### src/rtl/adder_share_ctrl_if.sv
// Bundle of requester handshakes, operands, results and the shared DW/2-bit adder slice bus.
// Optional subtract ports appear only when ADD_SHARE_SUB_EN is defined.
`timescale 1ns/1ps
interface adder_share_ctrl_if #(
    parameter int DW = 64
);
    logic              req0;
    logic [DW-1:0]     op1_0;
    logic [DW-1:0]     op2_0;
    logic              cin0;
    logic              req1;
    logic [DW-1:0]     op1_1;
    logic [DW-1:0]     op2_1;
    logic              cin1;
`ifdef ADD_SHARE_SUB_EN
    logic              sub0;
    logic              sub1;
`endif
    logic              ack0;
    logic              ack1;
    logic [DW-1:0]     result;
    logic              cout;
    logic              owner;
    logic              busy;
    logic [DW/2-1:0]   add_a;
    logic [DW/2-1:0]   add_b;
    logic              add_cin;
    logic [DW/2-1:0]   add_sum;
    logic              add_cout;

    // Controller side: consumes requests and slice results, drives acks and slice operands.
    modport slave (
`ifdef ADD_SHARE_SUB_EN
        input  sub0, sub1,
`endif
        input  req0, op1_0, op2_0, cin0,
        input  req1, op1_1, op2_1, cin1,
        output ack0, ack1, result, cout, owner, busy,
        output add_a, add_b, add_cin,
        input  add_sum, add_cout
    );

    // Environment side: requesters plus the external adder slice.
    modport master (
`ifdef ADD_SHARE_SUB_EN
        output sub0, sub1,
`endif
        output req0, op1_0, op2_0, cin0,
        output req1, op1_1, op2_1, cin1,
        input  ack0, ack1, result, cout, owner, busy,
        input  add_a, add_b, add_cin,
        output add_sum, add_cout
    );
endinterface

### src/rtl/adder_share_ctrl.sv
// Two-requester sequencer sharing one DW/2-bit adder slice; each add runs as LOW then HIGH pass.
// Optional macro ADD_SHARE_SUB_EN adds per-requester subtract (op1 - op2) support.
`timescale 1ns/1ps
module adder_share_ctrl #(
    parameter int DW = 64
) (
    input  logic               clk,
    input  logic               resetn,
    adder_share_ctrl_if.slave  bus
);
    localparam int H = DW / 2;

    typedef enum logic [1:0] {S_IDLE, S_LOW, S_HIGH, S_DONE} state_t;

    state_t          state_q, state_d;
    logic            last_q, last_d;
    logic            owner_q, owner_d;
    logic [DW-1:0]   op1_q, op1_d;
    logic [DW-1:0]   op2_q, op2_d;
    logic            cin_q, cin_d;
    logic            sub_q, sub_d;
    logic [H-1:0]    lo_q, lo_d;
    logic            carry_q, carry_d;
    logic [DW-1:0]   result_q, result_d;
    logic            cout_q, cout_d;
    logic            ack0_q, ack0_d;
    logic            ack1_q, ack1_d;
    logic            busy_q, busy_d;
    logic            win;
    logic            req0_sub;
    logic            req1_sub;

`ifdef ADD_SHARE_SUB_EN
    assign req0_sub = bus.sub0;
    assign req1_sub = bus.sub1;
`else
    assign req0_sub = 1'b0;
    assign req1_sub = 1'b0;
`endif

    always_comb begin
        state_d  = state_q;
        last_d   = last_q;
        owner_d  = owner_q;
        op1_d    = op1_q;
        op2_d    = op2_q;
        cin_d    = cin_q;
        sub_d    = sub_q;
        lo_d     = lo_q;
        carry_d  = carry_q;
        result_d = result_q;
        cout_d   = cout_q;
        ack0_d   = 1'b0;
        ack1_d   = 1'b0;
        win      = 1'b0;

        case (state_q)
            S_IDLE: begin
                if (bus.req0 || bus.req1) begin
                    // On a tie the requester that was not served last wins.
                    win     = (bus.req0 && bus.req1) ? ~last_q : bus.req1;
                    owner_d = win;
                    last_d  = win;
                    op1_d   = win ? bus.op1_1 : bus.op1_0;
                    op2_d   = win ? bus.op2_1 : bus.op2_0;
                    cin_d   = win ? bus.cin1  : bus.cin0;
                    sub_d   = win ? req1_sub  : req0_sub;
                    state_d = S_LOW;
                end
            end
            S_LOW: begin
                lo_d    = bus.add_sum;
                carry_d = bus.add_cout;
                state_d = S_HIGH;
            end
            S_HIGH: begin
                result_d = {bus.add_sum, lo_q};
                cout_d   = bus.add_cout;
                ack0_d   = ~owner_q;
                ack1_d   = owner_q;
                state_d  = S_DONE;
            end
            default: begin
                state_d = S_IDLE;
            end
        endcase

        busy_d = (state_d != S_IDLE);
    end

    always_ff @(posedge clk or negedge resetn) begin
        if (!resetn) begin
            state_q  <= S_IDLE;
            last_q   <= 1'b1;
            owner_q  <= 1'b0;
            op1_q    <= '0;
            op2_q    <= '0;
            cin_q    <= 1'b0;
            sub_q    <= 1'b0;
            lo_q     <= '0;
            carry_q  <= 1'b0;
            result_q <= '0;
            cout_q   <= 1'b0;
            ack0_q   <= 1'b0;
            ack1_q   <= 1'b0;
            busy_q   <= 1'b0;
        end else begin
            state_q  <= state_d;
            last_q   <= last_d;
            owner_q  <= owner_d;
            op1_q    <= op1_d;
            op2_q    <= op2_d;
            cin_q    <= cin_d;
            sub_q    <= sub_d;
            lo_q     <= lo_d;
            carry_q  <= carry_d;
            result_q <= result_d;
            cout_q   <= cout_d;
            ack0_q   <= ack0_d;
            ack1_q   <= ack1_d;
            busy_q   <= busy_d;
        end
    end

    // Slice operands come only from flops, so the adder sees a clean value per pass.
    always_comb begin
        bus.add_a   = '0;
        bus.add_b   = '0;
        bus.add_cin = 1'b0;
        case (state_q)
            S_LOW: begin
                bus.add_a   = op1_q[H-1:0];
                bus.add_b   = op2_q[H-1:0] ^ {H{sub_q}};
                bus.add_cin = sub_q | cin_q;
            end
            S_HIGH: begin
                bus.add_a   = op1_q[DW-1:H];
                bus.add_b   = op2_q[DW-1:H] ^ {H{sub_q}};
                bus.add_cin = carry_q;
            end
            default: begin
                bus.add_a   = '0;
                bus.add_b   = '0;
                bus.add_cin = 1'b0;
            end
        endcase
    end

    assign bus.ack0   = ack0_q;
    assign bus.ack1   = ack1_q;
    assign bus.result = result_q;
    assign bus.cout   = cout_q;
    assign bus.owner  = owner_q;
    assign bus.busy   = busy_q;
endmodule

### src/flat_wrapper.sv
// flat-port wrapper written by rule: the top's interface ports become plain ports
module adder_share_ctrl_flat 
#(
    parameter int DW = 64
)
  (clk, resetn, bus_req0, bus_op1_0, bus_op2_0, bus_cin0, bus_req1, bus_op1_1, bus_op2_1, bus_cin1, bus_ack0, bus_ack1, bus_result, bus_cout, bus_owner, bus_busy, bus_add_a, bus_add_b, bus_add_cin, bus_add_sum, bus_add_cout);
  adder_share_ctrl_if #(.DW(DW)) bus_i ();
  input  logic clk;
  input  logic resetn;
  input wire logic [$bits(bus_i.req0)-1:0] bus_req0;
  input wire logic [$bits(bus_i.op1_0)-1:0] bus_op1_0;
  input wire logic [$bits(bus_i.op2_0)-1:0] bus_op2_0;
  input wire logic [$bits(bus_i.cin0)-1:0] bus_cin0;
  input wire logic [$bits(bus_i.req1)-1:0] bus_req1;
  input wire logic [$bits(bus_i.op1_1)-1:0] bus_op1_1;
  input wire logic [$bits(bus_i.op2_1)-1:0] bus_op2_1;
  input wire logic [$bits(bus_i.cin1)-1:0] bus_cin1;
  output wire logic [$bits(bus_i.ack0)-1:0] bus_ack0;
  output wire logic [$bits(bus_i.ack1)-1:0] bus_ack1;
  output wire logic [$bits(bus_i.result)-1:0] bus_result;
  output wire logic [$bits(bus_i.cout)-1:0] bus_cout;
  output wire logic [$bits(bus_i.owner)-1:0] bus_owner;
  output wire logic [$bits(bus_i.busy)-1:0] bus_busy;
  output wire logic [$bits(bus_i.add_a)-1:0] bus_add_a;
  output wire logic [$bits(bus_i.add_b)-1:0] bus_add_b;
  output wire logic [$bits(bus_i.add_cin)-1:0] bus_add_cin;
  input wire logic [$bits(bus_i.add_sum)-1:0] bus_add_sum;
  input wire logic [$bits(bus_i.add_cout)-1:0] bus_add_cout;
  assign bus_i.req0 = bus_req0;
  assign bus_i.op1_0 = bus_op1_0;
  assign bus_i.op2_0 = bus_op2_0;
  assign bus_i.cin0 = bus_cin0;
  assign bus_i.req1 = bus_req1;
  assign bus_i.op1_1 = bus_op1_1;
  assign bus_i.op2_1 = bus_op2_1;
  assign bus_i.cin1 = bus_cin1;
  assign bus_ack0 = bus_i.ack0;
  assign bus_ack1 = bus_i.ack1;
  assign bus_result = bus_i.result;
  assign bus_cout = bus_i.cout;
  assign bus_owner = bus_i.owner;
  assign bus_busy = bus_i.busy;
  assign bus_add_a = bus_i.add_a;
  assign bus_add_b = bus_i.add_b;
  assign bus_add_cin = bus_i.add_cin;
  assign bus_i.add_sum = bus_add_sum;
  assign bus_i.add_cout = bus_add_cout;
  adder_share_ctrl #(.DW(DW)) u_core (.clk(clk), .resetn(resetn), .bus(bus_i));
endmodule
### config.mk
export PLATFORM = sky130hd
export DESIGN_NAME = adder_share_ctrl_flat
export DESIGN_NICKNAME = d
export VERILOG_FILES = /design/src/rtl/adder_share_ctrl_if.sv /design/src/rtl/adder_share_ctrl.sv /design/src/flat_wrapper.sv
export SDC_FILE = /design/constraint.sdc
export NUM_CORES = 1
export LEC_CHECK = 0
export BUFFER_PORTS_ARGS = -buffer_cell sky130_fd_sc_hd__clkbuf_2
export CAP_MARGIN = 5
export CORE_ASPECT_RATIO = 1.75
export CORE_MARGIN = 10
export CORE_UTILIZATION = 49
export CTS_CLUSTER_DIAMETER = 60
export DETAILED_ROUTE_END_ITERATION = 6
export PLACE_DENSITY_LB_ADDON = 0.15
export SLEW_MARGIN = 20
export SYNTH_ARGS = -nofsm -noshare
export SYNTH_HDL_FRONTEND = slang
export SYNTH_SLANG_ARGS = --single-unit
### constraint.sdc
create_clock -name clk -period 1.79 [get_ports clk]
set_input_delay 0.179 -clock clk [delete_from_list [all_inputs] [get_ports clk]]
set_output_delay 0.179 -clock clk [all_outputs]
set_load 0.05 [all_outputs]
== Word-level counts from Yosys, hierarchy flattened ==
Index checks and enable logic that the tools add are counted.

* Magnitude comparators: 0
* Equality and inequality tests: 2
* Bitwise gates (word level): 2
* Add/subtract/negate cells: 0
* Multipliers: 0
* Shift-type cells: 0
* Reductions and logical operators: 5
* Div/mod/pow operators: 0
* Muxes and demuxes: 11

{| class="wikitable"
|+ Operators with widths
! kind !! count
|-
| two-way mux 64 bit || 2
|-
| one-hot mux 32 bit (2 select lines) || 2
|-
| one-hot mux 2 bit (3 select lines) || 1
|-
| two-way mux 1 bit || 4
|-
| equality test 2 x 1 -> 1 bit, second input constant || 1
|-
| equality test 2 bit, second input constant || 1
|-
| logical NOT 2 bit || 1
|-
| two-way mux 2 bit || 1
|-
| NOT 1 bit || 2
|-
| one-hot mux 1 bit (2 select lines) || 1
|-
| AND reduction 2 bit || 1
|-
| nonzero test 2 bit || 1
|-
| logical AND 1 bit || 1
|-
| logical OR 1 bit || 1
|}

* Input port bits: 295
* Memories kept: 0
* Word-level logic and storage cells: 33
* ROM bits: 0
* Output and inout bits: 134
* Register bits after elaboration: 234
* Latch bits: 0
* Memory bits (writable): 0

== Logic depth before layout (Yosys ltp) ==
* Depth after elaboration: 4
* Depth in mapped cells: 8
* Mapped depth without buffers: 5

== Worst setup path before layout ==
OpenSTA, ideal clock, no wires.

* Path type: flip-flop to output port
* From: register u_core.state_q[0]
* To: output bus_add_a[11]
* Data arrival time: 1.913 ns
* Required time: 1.611 ns
* Stages on the path, launching flop included: 6
* Path slack: -0.302 ns
* Path buffers: 2
* Path through: dfrtp_1 > inv_1 > ha_1 > clkbuf_1 > clkbuf_1 > nor2b_1

* Word-level cells in the longest chain between the ends: 2
* Elaborated cells on any way between the ends: 3
* Classes of those cells: eq/ne (2); mux (1)

{| class="wikitable"
|+ RTL lines
! what !! line !! RTL
|-
| start: declaration || adder_share_ctrl.sv:15 || <nowiki>state_t state_q, state_d;</nowiki>
|-
| start signal: assignment || adder_share_ctrl.sv:108 || <nowiki>state_q <= state_d;</nowiki>
|-
| equality test 2 bit / equality test 2 x 1 -> 1 bit (equally long branches) || adder_share_ctrl.sv:130 || <nowiki>case (state_q)</nowiki>
|-
| one-hot mux 32 bit (2 select lines) * || adder_share_ctrl.sv:130 ||
|-
| end: declaration || flat_wrapper.sv:24 || <nowiki>output wire logic [$bits(bus_i.add_a)-1:0] bus_add_a;</nowiki>
|}

Every way passes the cells marked *; elsewhere a longest branch is shown, timed or not.

== Final worst setup path ==
* From: register u_core.state_q[0]
* To: output bus_add_a[23]

The elaborated chain is that of the path after synthesis.

==> summary.txt <==
Clock network
  • Clock Path Buffers: 3
  • Clk_lat worst skew: 510 ps
  • H-tree depth: 1
  • Total CTS buffers: 21
  • Clock root buffer: clkbuf_16
  • CTS tree: built
  • Worst-path clk slew: 70 ps
  • Clk sinks: ~230

Worst setup path
  • CP dominant cell by count: buf_12
  • CP startpoint kind: flip-flop
  • Top delay family on crit path: buffers and inverters
  • Crit path max fanout: 7
  • Slowest stage delay, CP: 410 ps
  • Nature of the critical path endpoint: output port
  • Crit-path slowest cell: dfrtp_1
  • CP cell instances: inv_2, ha_4, buf_12, buf_12, a22oi_2, buf_6, nor2b_4, buf_12
  • Critical Path AT: ~2200 ps
  • CP required: 1610 ps
  • Critical setup path kind: flip-flop to output port
  • CP Buf/Inv Count: 5

STA
  • Least-Margin Pin Slew: 564.6 ps
  • Min Tclk post-route: 2402 ps
  • Period utilization: 134.2%
  • Setup TNS: -27450 ps
  • Hold Violations, Final: 0
  • Max Freq: ~420 MHz
  • Final worst-path setup slack: -612.3 ps
  • Clock Skews: 14.45 ps
  • RSZ-0062 raised after global routing: yes
  • Slew Limit Fails: 0
  • Final setup viols: 87
  • Fin Hold WS: 33.67 ps
  • Slew HR: approximately 62%

Drt
  • DRC violations left: 32
  • Total routed wirelength: about 64000 µm
  • DR iter-0 viols: 1946
  • Vias: 13850
  • Via/cell ratio: between 6 and 7
  • Drt first pass iters: 7
  • Post-route ant nets: 0
  • WL per Instance: 30.05 µm

Floorplanning
  • Die footprint: 0.02841 mm²
  • I/O pins: around 430
  • Row count: between 70 and 80
  • Die height: 215.6 µm
  • Die Wd: 131.8 µm
  • Starting Density: 49.83%
  • Total core area: between 0.02 and 0.025 mm²

Synthesis
  • Syn nets: 1384
  • Largest cells by area after synthesis: dfrtp_1 54%, mux2_2 10%, nand2_1 9.1%
  • Synth warn: 0
  • Synth area leader: dfrtp_1
  • Register area share after synthesis: 54.67%
  • Synth Cell Area: 0.01071 mm²
  • Netlist cell types: 23
  • Avg Inst Size Synth: 9.864 µm²
  • Top cell type's share of synthesized area: 54.43%
  • Syn Inst Count: between 1000 and 1500
  • Post-synthesis register bit count: 234

Placement
  • Hpwl dp: 29300 µm
  • Port buffer count: between 400 and 500
  • Setup WS pre-CTS: 24.60 ps
  • Routability cong.: 0.8826
  • Cell Count Post-Placement: 1766

Layout
  • Final cell count without fillers: 2145
  • Area delta synth->final: 81.76%
  • Fillers: 768
  • Layout cells sized above 1: 42.49%
  • Fin nets: 2126

Global routing
  • First-pass GRT wire length: 85190 µm
  • Largest net degree at the start of global routing: between 60 and 70
  • Vias in the first global route: 14210
  • Initial antenna violation count: 12
  • Global route total overflow: 0
  • GRT Total Usage: 38.38%

Power and ir drop
  • Total power: 0.04463 W
  • PwrDens: ~2300 mW/mm²
  • Leakage dissipation: 8.846 nW
  • Peak VDD IR: 1.804 mV

Worst hold path
  • Hold Path Class: input pin to flip-flop

Job
  • Number of max-cap violations: 0

Outcome
  • Failing checks: DRC, setup timing
  • Outcome: finished, violations left
## logic make-up after synthesis
group,Yosys count,synth area share [%]
simple gates,456,17.57
mux,99,10.39
flops,234,54.67
compound gates,201,12.58
buf+inv,93,4.438
fa+ha+maj,3,0.3504
## layer usage
layer  track usage, %  vias up  routed length [µm]
met5                0        -                  26
met2            65.02     1602               29970
met1            39.39     6436               19070
met3            11.14      601                8246
li1                 -     5210                   -
met4            28.78        4                7143
## Yosys cell counts
library cell	instances
buf_4	17
a21bo_2	1
clkbuf_4	1
dfrtp_1	233
o21a_1	1
and2_1	1
nor2_1	129
or2_2	1
a21oi_1	1
nand2_1	259
a31oi_1	130
mux2i_1	1
clkbuf_1	25
a22oi_1	65
nor2b_1	66
ha_1	3
inv_1	3
o21ai_0	1
a21boi_2	1
o31ai_1	1
mux2_2	98
dfstp_2	1
buf_2	47
## layout by cell type, fill, tap and decap left out, types with 26 or more instances in the layout
| cell | instances |
|---|---|
| buf_12 | 100 |
| clkbuf_2 | 362 |
| dfrtp_1 | 233 |
| dlygate4sd3_1 | 292 |
| buf_4 | 26 |
| mux2_2 | 97 |
| a31oi_1 | 127 |
| nand2_1 | 259 |
| nor2b_4 | 45 |
| a22oi_2 | 57 |
| clkbuf_16 | 28 |
| nor2_1 | 129 |
## sequential cells by signal, indices dropped and copies added, names as in the netlist, 2 cells and up
signal,flops
u_core.bus.result,64
u_core.lo_q,32
u_core.op1_q,64
u_core.op2_q,64
u_core.state_q,2
## layout make-up
| class | instances | area [µm²] | share of cell area (%) |
|---|---|---|---|
| multi-input combinational | 759 | 5144 | 26.42 |
| tap | 292 | 365.4 | 1.876 |
| inverter | 3 | 11.26 | 0.05783 |
| clock inverter | 5 | 25.02 | 0.1285 |
| sequential | 234 | 5857 | 30.08 |
| clock buffer | 28 | 601.8 | 3.091 |
| timing repair buffer | 809 | 7430 | 38.16 |
| antenna | 15 | 37.54 | 0.1928 |
## power by group
group	switching [W]	internal [W]
clock network	0.00209	0.00235
registers	0.00258	0.00806
logic	0.0168	0.0128
total	0.0215	0.0232
## per-stage QoR
stage / instance area [µm²] / util, %
finish: 19470 / 90.57
global route: 19460 / 90.53
CTS: 19010 / 88.44
detailed placement: 14860 / 69.13
global placement: 14860 / 69.13
floorplan: 11100 / -
## path summary, 6_finish.rpt
| kind | end | cells after the start | startpoint | slack [ps] |
|---|---|---|---|---|
| max in group asynchronous | u_core.op2_q[5]$_DFFE_PN0P_ | 3 | resetn | 840 |
| worst min register to register | u_core.bus.result[17]$_DFFE_PN0N_ | 1 | u_core.lo_q[17]$_DFFE_PN0N_ | 500 |
| worst max-delay path | bus_add_a[23] | 8 | u_core.state_q[0]$_DFF_PN0_ | -610 |
| min in group asynchronous | u_core.bus.result[16]$_DFFE_PN0N_ | 2 | resetn | 210 |
| worst min-delay path | u_core.carry_q$_DFFE_PN0N_ | 2 | bus_add_cout | 30 |
| worst max register to register | u_core.op2_q[46]$_DFFE_PN0P_ | 7 | u_core.state_q[1]$_DFF_PN0_ | -230 |
## what timing repair did
item	in CTS	in global routing
resized for setup	63	47
gates cloned	6	8
setup buffers	16	18
endpoints found under the setup margin	65	136
hold buffers	292	0
pin swaps	21	22
hold endpoints to repair	252	0
No activity file was read; power rests on OpenSTA's default activity.
